`config.mk`:
```
export PLATFORM = sky130hd
export DESIGN_NAME = unified_mem_arbiter_flat
export DESIGN_NICKNAME = d
export VERILOG_FILES = /design/src/rtl/unified_mem_arbiter_if.sv /design/src/rtl/unified_mem_arbiter.sv /design/src/flat_wrapper.sv
export SDC_FILE = /design/constraint.sdc
export NUM_CORES = 1
export LEC_CHECK = 0
export BUFFER_PORTS_ARGS = -buffer_cell sky130_fd_sc_hd__buf_4
export CAP_MARGIN = 10
export CORE_ASPECT_RATIO = 0.6
export CORE_MARGIN = 8
export CORE_UTILIZATION = 35
export CTS_CLUSTER_DIAMETER = 50
export DETAILED_ROUTE_END_ITERATION = 6
export PLACE_DENSITY_LB_ADDON = 0.05
export SLEW_MARGIN = 20
export SYNTH_ARGS = -nofsm -noshare
export SYNTH_HDL_FRONTEND = slang
export SYNTH_SLANG_ARGS = --single-unit
```
`constraint.sdc`:
```
create_clock -name clk -period 1.5 [get_ports clk]
set_clock_uncertainty 0.05 [all_clocks]
set_input_delay 0.15 -clock clk [delete_from_list [all_inputs] [get_ports clk]]
set_output_delay 0.15 -clock clk [all_outputs]
set_load 0.05 [all_outputs]
```
`src/rtl/unified_mem_arbiter_if.sv`:
```
// Bundle of the core-side fetch/data handshakes and the unified memory port.
// The arbiter uses the master modport; the core/memory environment uses slave.
interface unified_mem_arbiter_if #(
    parameter int ADDR_W = 8,
    parameter int DATA_W = 32
);
    logic                  if_request;
    logic [ADDR_W-1:0]     if_address;
    logic                  if_valid;
    logic [DATA_W-1:0]     if_data_out;

    logic                  dm_request;
    logic                  dm_we_re;
    logic [DATA_W/8-1:0]   dm_mask;
    logic [ADDR_W-1:0]     dm_address;
    logic [DATA_W-1:0]     dm_data_in;
    logic                  dm_valid;
    logic [DATA_W-1:0]     dm_data_out;

    logic                  mem_request;
    logic                  mem_we_re;
    logic [DATA_W/8-1:0]   mem_mask;
    logic [ADDR_W-1:0]     mem_address;
    logic [DATA_W-1:0]     mem_data_in;
    logic                  mem_valid;
    logic [DATA_W-1:0]     mem_data_out;

    logic                  grant_dm;

    modport master (
        input  if_request, if_address,
        input  dm_request, dm_we_re, dm_mask, dm_address, dm_data_in,
        input  mem_valid, mem_data_out,
        output if_valid, if_data_out, dm_valid, dm_data_out,
        output mem_request, mem_we_re, mem_mask, mem_address, mem_data_in,
        output grant_dm
    );

    modport slave (
        output if_request, if_address,
        output dm_request, dm_we_re, dm_mask, dm_address, dm_data_in,
        output mem_valid, mem_data_out,
        input  if_valid, if_data_out, dm_valid, dm_data_out,
        input  mem_request, mem_we_re, mem_mask, mem_address, mem_data_in,
        input  grant_dm
    );
endinterface

```
`src/rtl/unified_mem_arbiter.sv`:
```
// Shares one word-addressed memory port between instruction fetch and data
// access, one transaction at a time, alternating priority on conflicts.
module unified_mem_arbiter #(
    parameter int ADDR_W = 8,
    parameter int DATA_W = 32
) (
    input  logic                     clk,
    input  logic                     rst,
    unified_mem_arbiter_if.master    bus
);
    localparam int MASK_W = DATA_W / 8;

    typedef enum logic [1:0] {
        IDLE     = 2'd0,
        SERVE_IF = 2'd1,
        SERVE_DM = 2'd2
    } state_t;

    state_t              state_q,       state_d;
    logic                last_dm_q,     last_dm_d;
    logic                mem_request_q, mem_request_d;
    logic                mem_we_re_q,   mem_we_re_d;
    logic [MASK_W-1:0]   mem_mask_q,    mem_mask_d;
    logic [ADDR_W-1:0]   mem_address_q, mem_address_d;
    logic [DATA_W-1:0]   mem_data_in_q, mem_data_in_d;

    logic                grant_dm_now;

    // Data side wins a conflict unless it owned the previous transaction.
    assign grant_dm_now = bus.dm_request && (!bus.if_request || !last_dm_q);

    always_ff @(posedge clk) begin
        if (rst) begin
            state_q       <= IDLE;
            last_dm_q     <= 1'b0;
            mem_request_q <= 1'b0;
            mem_we_re_q   <= 1'b0;
            mem_mask_q    <= '0;
            mem_address_q <= '0;
            mem_data_in_q <= '0;
        end else begin
            state_q       <= state_d;
            last_dm_q     <= last_dm_d;
            mem_request_q <= mem_request_d;
            mem_we_re_q   <= mem_we_re_d;
            mem_mask_q    <= mem_mask_d;
            mem_address_q <= mem_address_d;
            mem_data_in_q <= mem_data_in_d;
        end
    end

    always_comb begin
        state_d         = state_q;
        last_dm_d       = last_dm_q;
        mem_request_d   = mem_request_q;
        mem_we_re_d     = mem_we_re_q;
        mem_mask_d      = mem_mask_q;
        mem_address_d   = mem_address_q;
        mem_data_in_d   = mem_data_in_q;
        bus.if_valid    = 1'b0;
        bus.if_data_out = '0;
        bus.dm_valid    = 1'b0;
        bus.dm_data_out = '0;

        unique case (state_q)
            IDLE: begin
                if (grant_dm_now) begin
                    state_d       = SERVE_DM;
                    mem_request_d = 1'b1;
                    mem_we_re_d   = bus.dm_we_re;
                    mem_mask_d    = bus.dm_mask;
                    mem_address_d = bus.dm_address;
                    mem_data_in_d = bus.dm_data_in;
                end else if (bus.if_request) begin
                    // Fetch grants leave the write-data register untouched.
                    state_d       = SERVE_IF;
                    mem_request_d = 1'b1;
                    mem_we_re_d   = 1'b0;
                    mem_mask_d    = '1;
                    mem_address_d = bus.if_address;
                end
            end
            SERVE_IF: begin
                if (bus.mem_valid) begin
                    bus.if_valid    = 1'b1;
                    bus.if_data_out = bus.mem_data_out;
                    mem_request_d   = 1'b0;
                    last_dm_d       = 1'b0;
                    state_d         = IDLE;
                end
            end
            SERVE_DM: begin
                if (bus.mem_valid) begin
                    bus.dm_valid    = 1'b1;
                    bus.dm_data_out = bus.mem_data_out;
                    mem_request_d   = 1'b0;
                    last_dm_d       = 1'b1;
                    state_d         = IDLE;
                end
            end
            default: begin
                state_d       = IDLE;
                mem_request_d = 1'b0;
            end
        endcase
    end

    assign bus.mem_request = mem_request_q;
    assign bus.mem_we_re   = mem_we_re_q;
    assign bus.mem_mask    = mem_mask_q;
    assign bus.mem_address = mem_address_q;
    assign bus.mem_data_in = mem_data_in_q;
    assign bus.grant_dm    = (state_q == SERVE_DM);
endmodule

```
`src/flat_wrapper.sv`:
```
// flat-port wrapper written by rule: the top's interface ports become plain ports
module unified_mem_arbiter_flat 
#(
    parameter int ADDR_W = 8,
    parameter int DATA_W = 32
)
  (clk, rst, bus_if_request, bus_if_address, bus_dm_request, bus_dm_we_re, bus_dm_mask, bus_dm_address, bus_dm_data_in, bus_mem_valid, bus_mem_data_out, bus_if_valid, bus_if_data_out, bus_dm_valid, bus_dm_data_out, bus_mem_request, bus_mem_we_re, bus_mem_mask, bus_mem_address, bus_mem_data_in, bus_grant_dm);
  unified_mem_arbiter_if #(.ADDR_W(ADDR_W), .DATA_W(DATA_W)) bus_i ();
  input  logic clk;
  input  logic rst;
  input wire logic [$bits(bus_i.if_request)-1:0] bus_if_request;
  input wire logic [$bits(bus_i.if_address)-1:0] bus_if_address;
  input wire logic [$bits(bus_i.dm_request)-1:0] bus_dm_request;
  input wire logic [$bits(bus_i.dm_we_re)-1:0] bus_dm_we_re;
  input wire logic [$bits(bus_i.dm_mask)-1:0] bus_dm_mask;
  input wire logic [$bits(bus_i.dm_address)-1:0] bus_dm_address;
  input wire logic [$bits(bus_i.dm_data_in)-1:0] bus_dm_data_in;
  input wire logic [$bits(bus_i.mem_valid)-1:0] bus_mem_valid;
  input wire logic [$bits(bus_i.mem_data_out)-1:0] bus_mem_data_out;
  output wire logic [$bits(bus_i.if_valid)-1:0] bus_if_valid;
  output wire logic [$bits(bus_i.if_data_out)-1:0] bus_if_data_out;
  output wire logic [$bits(bus_i.dm_valid)-1:0] bus_dm_valid;
  output wire logic [$bits(bus_i.dm_data_out)-1:0] bus_dm_data_out;
  output wire logic [$bits(bus_i.mem_request)-1:0] bus_mem_request;
  output wire logic [$bits(bus_i.mem_we_re)-1:0] bus_mem_we_re;
  output wire logic [$bits(bus_i.mem_mask)-1:0] bus_mem_mask;
  output wire logic [$bits(bus_i.mem_address)-1:0] bus_mem_address;
  output wire logic [$bits(bus_i.mem_data_in)-1:0] bus_mem_data_in;
  output wire logic [$bits(bus_i.grant_dm)-1:0] bus_grant_dm;
  assign bus_i.if_request = bus_if_request;
  assign bus_i.if_address = bus_if_address;
  assign bus_i.dm_request = bus_dm_request;
  assign bus_i.dm_we_re = bus_dm_we_re;
  assign bus_i.dm_mask = bus_dm_mask;
  assign bus_i.dm_address = bus_dm_address;
  assign bus_i.dm_data_in = bus_dm_data_in;
  assign bus_i.mem_valid = bus_mem_valid;
  assign bus_i.mem_data_out = bus_mem_data_out;
  assign bus_if_valid = bus_i.if_valid;
  assign bus_if_data_out = bus_i.if_data_out;
  assign bus_dm_valid = bus_i.dm_valid;
  assign bus_dm_data_out = bus_i.dm_data_out;
  assign bus_mem_request = bus_i.mem_request;
  assign bus_mem_we_re = bus_i.mem_we_re;
  assign bus_mem_mask = bus_i.mem_mask;
  assign bus_mem_address = bus_i.mem_address;
  assign bus_mem_data_in = bus_i.mem_data_in;
  assign bus_grant_dm = bus_i.grant_dm;
  unified_mem_arbiter #(.ADDR_W(ADDR_W), .DATA_W(DATA_W)) u_core (.clk(clk), .rst(rst), .bus(bus_i));
endmodule
```
==> flow_summary.json, run 1 <==
{
  "run_status": "complete, but fails checks",
  "violations": "setup timing",
  "seq_area_frac_synth": 0.401,
  "hold-path-cell-count": 3,
  "floorplan_die_area_um2": 10000,
  "wirelength_mm": 10.5,
  "cts_num_sinks": 49,
  "timing.rr.end": "u_core.state_q[0]$_SDFFE_PP0P_",
  "startpoint_type": "flop",
  "fin_worst_hold_slack_ns": 0.0580,
  "worst_slew_pin_slew_ns": 0.333,
  "synth.yosys.warnings": 0,
  "netlist-cell-type-count": 27,
  "power-per-cell-area_nw_per_um2": 974,
  "drt_via_density": 5.15,
  "synth.top_cells.by_area": "sky130_fd_sc_hd__dfxtp_1 40%, sky130_fd_sc_hd__and3_1 16%, sky130_fd_sc_hd__a21oi_1 8.6%",
  "syn_inst": 316,
  "setup_total_negative_slack_ns": -5.86,
  "cp_cell_sequence": "buf_6, ha_4, buf_12, and3_4, buf_8",
  "design.core.area_um2": 6730,
  "grt_start_max_net_pins": 37,
  "max_freq_mhz": 620,
  "worst_r2r_startpoint": "u_core.state_q[1]$_SDFFE_PP0P_",
  "synthDominantCellAreaShare": 0.401,
  "routed_wire_length_per_instance_um": 17.5,
  "num_rows": 23,
  "finalSetupViolations": 67,
  "setup_slack_ns": -0.112,
  "dpl.cell_count": 586,
  "grt-ovfl-total": 0,
  "synth.largest_area_cell": "sky130_fd_sc_hd__dfxtp_1",
  "clock_tree.buffer_depth": 2,
  "final_min_period_over_clock_period": 1.07,
  "crit_path_max_incr_delay_ns": 0.35,
  "num-nets-final": 604,
  "detailroute.via_count": 3077,
  "dominant_delay_contributor_by_cell_family_on_the_critical_path": "buffers and inverters",
  "place.gp.congestion": 0.778,
  "clockRootBuffer": "sky130_fd_sc_hd__clkbuf_16",
  "hp-class": "input port to flop",
  "timing.final.hold_violations": 0,
  "min-delay-start": "bus_dm_mask[1]",
  "cts_hold_repair_buffers": 0,
  "clkSlewWorstSetupHoldPaths_ns": 0.06,
  "floorplan.io_pins": 203,
  "placement.setup.worst_slack_ns": 0.0115,
  "floorplan.initialDensity": 0.364,
  "floorplan.die.width_um": 124,
  "critPathSlowestCell": "sky130_fd_sc_hd__dfxtp_2",
  "grt_setup_unrepaired": "yes",
  "worstRegToRegCells": 5,
  "first_iter_violations": 214,
  "die-height_um": 80.8,
  "crit_path_dat_ns": 1.41,
  "wire_length_of_the_first_global_routing_pass_mm": 15.6,
  "drt_first_pass_iters": 4,
  "cp.required_ns": 1.30,
  "cts.htree.levels": 2,
  "slew-limit-headroom": 0.778,
  "tritoncts": "built",
  "crit_path_end_kind": "output pin",
  "first_global_vias": 2989,
  "timing_max_transition_violations_final": 0,
  "final_core_util": 0.708,
  "combinationalPowerShare": 0.438,
  "power_leakage_nw": 2.34,
  "detail-route-antenna-nets": 0,
  "share_clk_of_total_power": 0.237,
  "crit_path_max_fanout": 17,
  "post_synthesis_cell_area_um2": 2450,
  "clk-insertion-delay-late_ns": 0.29,
  "switching_power_mw": 1.82,
  "syn_avg_cell_area_um2": 7.75,
  "cts_buffers": 5,
  "period_minus_slack_ns": 1.61,
  "num_antenna_cells": 0,
  "drc_errors": 0,
  "worst_hold_path.endpoint": "u_core.bus.mem_mask[1]$_SDFFE_PP0P_",
  "worst_vdd_drop_mv": 0.616,
  "dpl.hpwl_mm": 7.58,
  "gr-usage-all-layers": 0.195,
  "part_of_the_total_power_dissipated_in_sequential_elements": 0.325,
  "setup.reg_to_reg.worst_slack_ns": -0.02,
  "criticalPathCategory": "flop to output pin",
  "stdcell_count": 598,
  "cp.buffers_inverters": 3,
  "grt_antenna_before_repair": 0,
  "number_of_max_cap_violations": 0,
  "drive_above_1_share": 0.554,
  "synth_seq_cells": 49,
  "area_growth_pct": 94.7,
  "mappedNetlistNets": 410,
  "sw_frac_of_total": 0.392,
  "internal_power_mw": 2.82,
  "port_buffers": 202
}
## cell families after synthesis
logic type                 after synthesis  synth area share
buffers and inverters                   42            0.0731
adders and majority gates                4            0.0204
DFF                                     49             0.401
and+or+nand+nor                        125             0.282
AOI/OAI and AO/OA                       96             0.224
## power groups by stage
stage               Combinational (mW)  Clock, mW  Sequential, mW
floorplan                        0.725          0            1.98
global placement                  1.86          0            1.53
detailed placement                1.87          0            1.54
CTS                               2.00       1.12            1.51
global route                      2.15       1.20            1.53
finish                            2.03       1.10            1.51
## tightest hold or removal path, stage by stage
cell,delay [ns]
sky130_fd_sc_hd__buf_4,0.11
sky130_fd_sc_hd__inv_1,0.04
sky130_fd_sc_hd__a211oi_1,0.05
## final cells by class
cell class | count | area (um^2)
fill | 556 | 1970
timing repair buffer | 222 | 2080
sequential | 49 | 983
clock inverter | 3 | 17.5
multi-input combinational | 225 | 1430
inverter | 7 | 26.3
clock buffer | 5 | 125
tap | 87 | 109
## worst max-delay path by stage
| stage | start | depth (start not counted) | slack (ns) | to |
|---|---|---|---|---|
| 2_1_floorplan | u_core.state_q[1]$_SDFFE_PP0P_ | 4 | 0.0003 | bus_if_data_out[10] |
| 3_3_place_gp | u_core.state_q[0]$_SDFFE_PP0P_ | 5 | 0.04 | u_core.state_q[1]$_SDFFE_PP0P_ |
| 3_5_place_dp | u_core.state_q[0]$_SDFFE_PP0P_ | 5 | 0.01 | u_core.state_q[0]$_SDFFE_PP0P_ |
| 4_1_cts | u_core.state_q[1]$_SDFFE_PP0P_ | 5 | -0.1 | bus_dm_data_out[27] |
| 5_1_grt | u_core.state_q[0]$_SDFFE_PP0P_ | 5 | -0.17 | bus_if_data_out[21] |
| 6_report | u_core.state_q[0]$_SDFFE_PP0P_ | 5 | -0.11 | bus_if_data_out[27] |
## Yosys cell counts
cell                       count
sky130_fd_sc_hd__dfxtp_1      49
sky130_fd_sc_hd__o21ai_2       1
sky130_fd_sc_hd__buf_2         5
sky130_fd_sc_hd__and3_1       64
sky130_fd_sc_hd__ha_1          4
sky130_fd_sc_hd__inv_1         7
sky130_fd_sc_hd__a21boi_4      1
sky130_fd_sc_hd__nand2b_1      1
sky130_fd_sc_hd__a21o_1        1
sky130_fd_sc_hd__a22o_1        2
sky130_fd_sc_hd__nor3b_1       1
sky130_fd_sc_hd__nand2_1       9
sky130_fd_sc_hd__a21bo_2       1
sky130_fd_sc_hd__clkbuf_1     21
sky130_fd_sc_hd__clkbuf_2      3
sky130_fd_sc_hd__buf_4         3
sky130_fd_sc_hd__a21oi_1      42
sky130_fd_sc_hd__nor2_1       13
sky130_fd_sc_hd__o21ai_0      34
sky130_fd_sc_hd__o21a_1        1
sky130_fd_sc_hd__buf_1         3
sky130_fd_sc_hd__a211oi_1     12
sky130_fd_sc_hd__a21oi_2       1
sky130_fd_sc_hd__and2_1        2
sky130_fd_sc_hd__nand3_1      33
sky130_fd_sc_hd__nor2b_1       1
sky130_fd_sc_hd__or3b_1        1
## per-stage QoR
stage	area, um^2	power, mW
global route	4770	4.87
floorplan	2500	2.70
finish	4770	4.64
CTS	4650	4.63
global placement	4140	3.39
detailed placement	4140	3.41
## sequential cells by signal (all words and copies together), names as in the netlist
name                    cells
u_core.bus.mem_request      1
u_core.bus.mem_data_in     32
u_core.bus.mem_we_re        1
u_core.state_q              2
u_core.bus.mem_address      8
u_core.bus.mem_mask         4
u_core.last_dm_q            1
## metal layers
metal,wire length [um],track usage,vias to the layer above
li1,-,-,1519
met1,4200,0.234,1442
met2,5030,0.320,114
met3,1210,0.0872,2
met4,19,0.0366,0
met5,0,0,-
## repair_timing
item	in CTS	in global routing
cloned	1	0
pin swaps	0	1
setup buffers	3	0
resized for setup	83	28
endpoints found under the setup margin	68	84
## cell usage in the layout (no fill, tap or decap), types with 2 or more instances in the layout
master,Yosys,layout
sky130_fd_sc_hd__buf_8,0,15
sky130_fd_sc_hd__nor2_1,13,12
sky130_fd_sc_hd__buf_4,3,146
sky130_fd_sc_hd__dfxtp_1,49,47
sky130_fd_sc_hd__and3_2,0,25
sky130_fd_sc_hd__clkbuf_16,0,5
sky130_fd_sc_hd__nand3_1,33,33
sky130_fd_sc_hd__dfxtp_2,0,2
sky130_fd_sc_hd__a211oi_1,12,12
sky130_fd_sc_hd__nand2_1,9,9
sky130_fd_sc_hd__a22o_1,2,2
sky130_fd_sc_hd__clkinv_2,0,2
sky130_fd_sc_hd__buf_6,0,54
sky130_fd_sc_hd__ha_1,4,2
sky130_fd_sc_hd__o21ai_0,34,34
sky130_fd_sc_hd__ha_4,0,2
sky130_fd_sc_hd__and3_4,0,15
sky130_fd_sc_hd__buf_12,0,6
sky130_fd_sc_hd__inv_2,0,2
sky130_fd_sc_hd__and3_1,64,24
sky130_fd_sc_hd__inv_1,7,5
sky130_fd_sc_hd__a21oi_1,42,42
Note: power is estimated with default switching activity, not from simulation.
==> inputs of run 2 (changes only) <==
--- a/config.mk
+++ b/config.mk
@@ -5,7 +5,8 @@
 export SDC_FILE = /design/constraint.sdc
 export NUM_CORES = 1
 export LEC_CHECK = 0
-export BUFFER_PORTS_ARGS = -buffer_cell sky130_fd_sc_hd__buf_4
+export ABC_CLOCK_PERIOD_IN_PS = 1500
+export BUFFER_PORTS_ARGS = -buffer_cell sky130_fd_sc_hd__buf_2
 export CAP_MARGIN = 10
 export CORE_ASPECT_RATIO = 0.6
 export CORE_MARGIN = 8
==> run 2 against run 1 <==
Effect of this change:
- the flow still finishes with violations (setup timing)
- clock power grew 18%
- register-to-register slack lost 0.03 ns
- clock-buffer cell count grew 2
- die area is the same
- critical path depth is the same
- maximum frequency shrank 2.7%
- cell area shrank 2.2%
- worst hold slack gained 0.0018 ns
==> flow_summary.json, run 2 (same netlist as run 1, synthesis figures left out) <==
{
  "run_status": "complete, but fails checks",
  "violations": "setup timing",
  "dpl.hpwl_mm": 7.26,
  "worst_setup_path_startpoint": "u_core.state_q[0]$_SDFFE_PP0P_",
  "place.gp.congestion": 0.750,
  "cp_cell_sequence": "buf_4, ha_4, buf_12, and3_1, buf_6",
  "min-delay-start": "bus_dm_mask[2]",
  "drt_first_pass_iters": 4,
  "clock_tree.buffer_depth": 2,
  "power_mw": 4.82,
  "largest_reg_flops": 32,
  "setup_total_negative_slack_ns": -8.24,
  "die-height_um": 80.8,
  "floorplan.die.width_um": 124,
  "floorplan.initialDensity": 0.364,
  "grt_setup_unrepaired": "yes",
  "floorplan_die_area_um2": 10000,
  "grt-ovfl-total": 0,
  "cts_num_sinks": 49,
  "crit_path_dat_ns": 1.46,
  "power-per-cell-area_nw_per_um2": 1030,
  "clk-insertion-delay-late_ns": 0.28,
  "timing.final.hold_violations": 0,
  "cts_hold_repair_buffers": 0,
  "drive_above_1_share": 0.555,
  "startpoint_type": "flop",
  "cp.required_ns": 1.30,
  "crit_path_end_kind": "output pin",
  "detailroute.via_count": 3102,
  "tritoncts": "built",
  "setup_slack_ns": -0.157,
  "setup.reg_to_reg.worst_slack_ns": -0.05,
  "slew-limit-headroom": 0.711,
  "timing_max_transition_violations_final": 0,
  "clockRootBuffer": "sky130_fd_sc_hd__clkbuf_16",
  "hp-class": "input port to flop",
  "wire_length_of_the_first_global_routing_pass_mm": 16.3,
  "worst_hold_path.endpoint": "u_core.bus.mem_mask[2]$_SDFFE_PP0P_",
  "crit_path_max_incr_delay_ns": 0.33,
  "power_leakage_nw": 2.33,
  "final_cell_mix": "135 x sky130_fd_sc_hd__buf_2, 48 x sky130_fd_sc_hd__dfxtp_1, 47 x sky130_fd_sc_hd__buf_6, 42 x sky130_fd_sc_hd__a21oi_1, 34 x sky130_fd_sc_hd__o21ai_0",
  "num_rows": 23,
  "final_area_um2": 4660,
  "critPathSlowestCell": "sky130_fd_sc_hd__dfxtp_1",
  "cts_buffers": 5,
  "placement.setup.worst_slack_ns": -0.0227,
  "floorplan.io_pins": 203,
  "hold-path-cell-count": 3,
  "period_minus_slack_ns": 1.66,
  "mostFrequentLayoutCell": "sky130_fd_sc_hd__buf_2",
  "drt_via_density": 5.15,
  "criticalPathCategory": "flop to output pin",
  "instance_area_after_placement_um2": 3670,
  "worst_slew_pin_slew_ns": 0.432,
  "area_growth_pct": 90.4,
  "design.core.area_um2": 6730,
  "grt_antenna_before_repair": 0,
  "worst_r2r_startpoint": "u_core.state_q[0]$_SDFFE_PP0P_",
  "finalSetupViolations": 68,
  "worst_vdd_drop_mv": 0.782,
  "crit_path_max_fanout": 17,
  "num_antenna_cells": 0,
  "port_buffers": 202,
  "final_min_period_over_clock_period": 1.10,
  "timing.rr.end": "u_core.state_q[1]$_SDFFE_PP0P_",
  "cts.htree.levels": 2,
  "clkSlewWorstSetupHoldPaths_ns": 0.07,
  "drc_errors": 0,
  "max_freq_mhz": 603,
  "number_of_max_cap_violations": 0,
  "grt_start_max_net_pins": 37,
  "routed_wire_length_per_instance_um": 18.2,
  "detail-route-antenna-nets": 0,
  "num-nets-final": 608,
  "first_iter_violations": 251,
  "wirelength_mm": 10.9,
  "first_global_vias": 3081,
  "gr-usage-all-layers": 0.201,
  "final_core_util": 0.692,
  "worstRegToRegCells": 5
}
-- run 2: critical path, delay by kind of cell, from the launching register on --
family | cells | cell delay (ns)
fa+ha+maj | 1 | 0.20
simple gates | 1 | 0.18
buf+inv | 3 | 0.46
flops | 1 | 0.33
-- run 2: worst max-delay path by stage --
| stage | endpoint | slack (ns) | cells past startpoint |
|---|---|---|---|
| after floorplan | bus_if_data_out[10] | 0.0003 | 4 |
| after global placement | u_core.state_q[0]$_SDFFE_PP0P_ | 0.01 | 5 |
| after detailed placement | u_core.state_q[0]$_SDFFE_PP0P_ | -0.02 | 5 |
| after CTS | bus_dm_data_out[6] | -0.13 | 5 |
| after global routing | bus_dm_data_out[2] | -0.20 | 5 |
| final | bus_if_data_out[15] | -0.16 | 5 |
-- run 2: what timing repair did --
action / CTS / global route
cloned: 2 / 2
setup endpoints to repair: 70 / 115
pin swaps: 0 / 1
buffers inserted: 5 / 0
gates resized for setup: 170 / 27
-- run 2: per-layer routing --
layer | vias to the layer above | part of all wire | track usage
met5 | - | 0 | 0
li1 | 1527 | - | -
met3 | 6 | 0.10 | 0.0713
met2 | 133 | 0.48 | 0.341
met1 | 1436 | 0.41 | 0.245
met4 | 0 | 0.0059 | 0.0319
-- run 2: cell type report --
cell class,count,area (um^2)
multi-input combinational,225,1470
inverter,7,26.3
fill,530,2070
clock inverter,1,30.0
tap,87,109
timing repair buffer,226,1900
clock buffer,7,143
sequential,49,982
-- run 2: stage by stage --
| step | instances | hold slack [ns] |
|---|---|---|
| floorplan | 316 | 0.234 |
| global placement | 585 | 0.343 |
| detailed placement | 585 | 0.347 |
| CTS | 600 | 0.0520 |
| global route | 602 | 0.0655 |
| finish | 602 | 0.0598 |
-- run 2: report_power, final --
part / internal [mW] / switching (mW) / total, mW / leakage (nW)
clock: 0.833 / 0.464 / 1.30 / 0.0841
sequential: 1.44 / 0.0648 / 1.50 / 0.405
combinational: 0.718 / 1.30 / 2.02 / 1.84
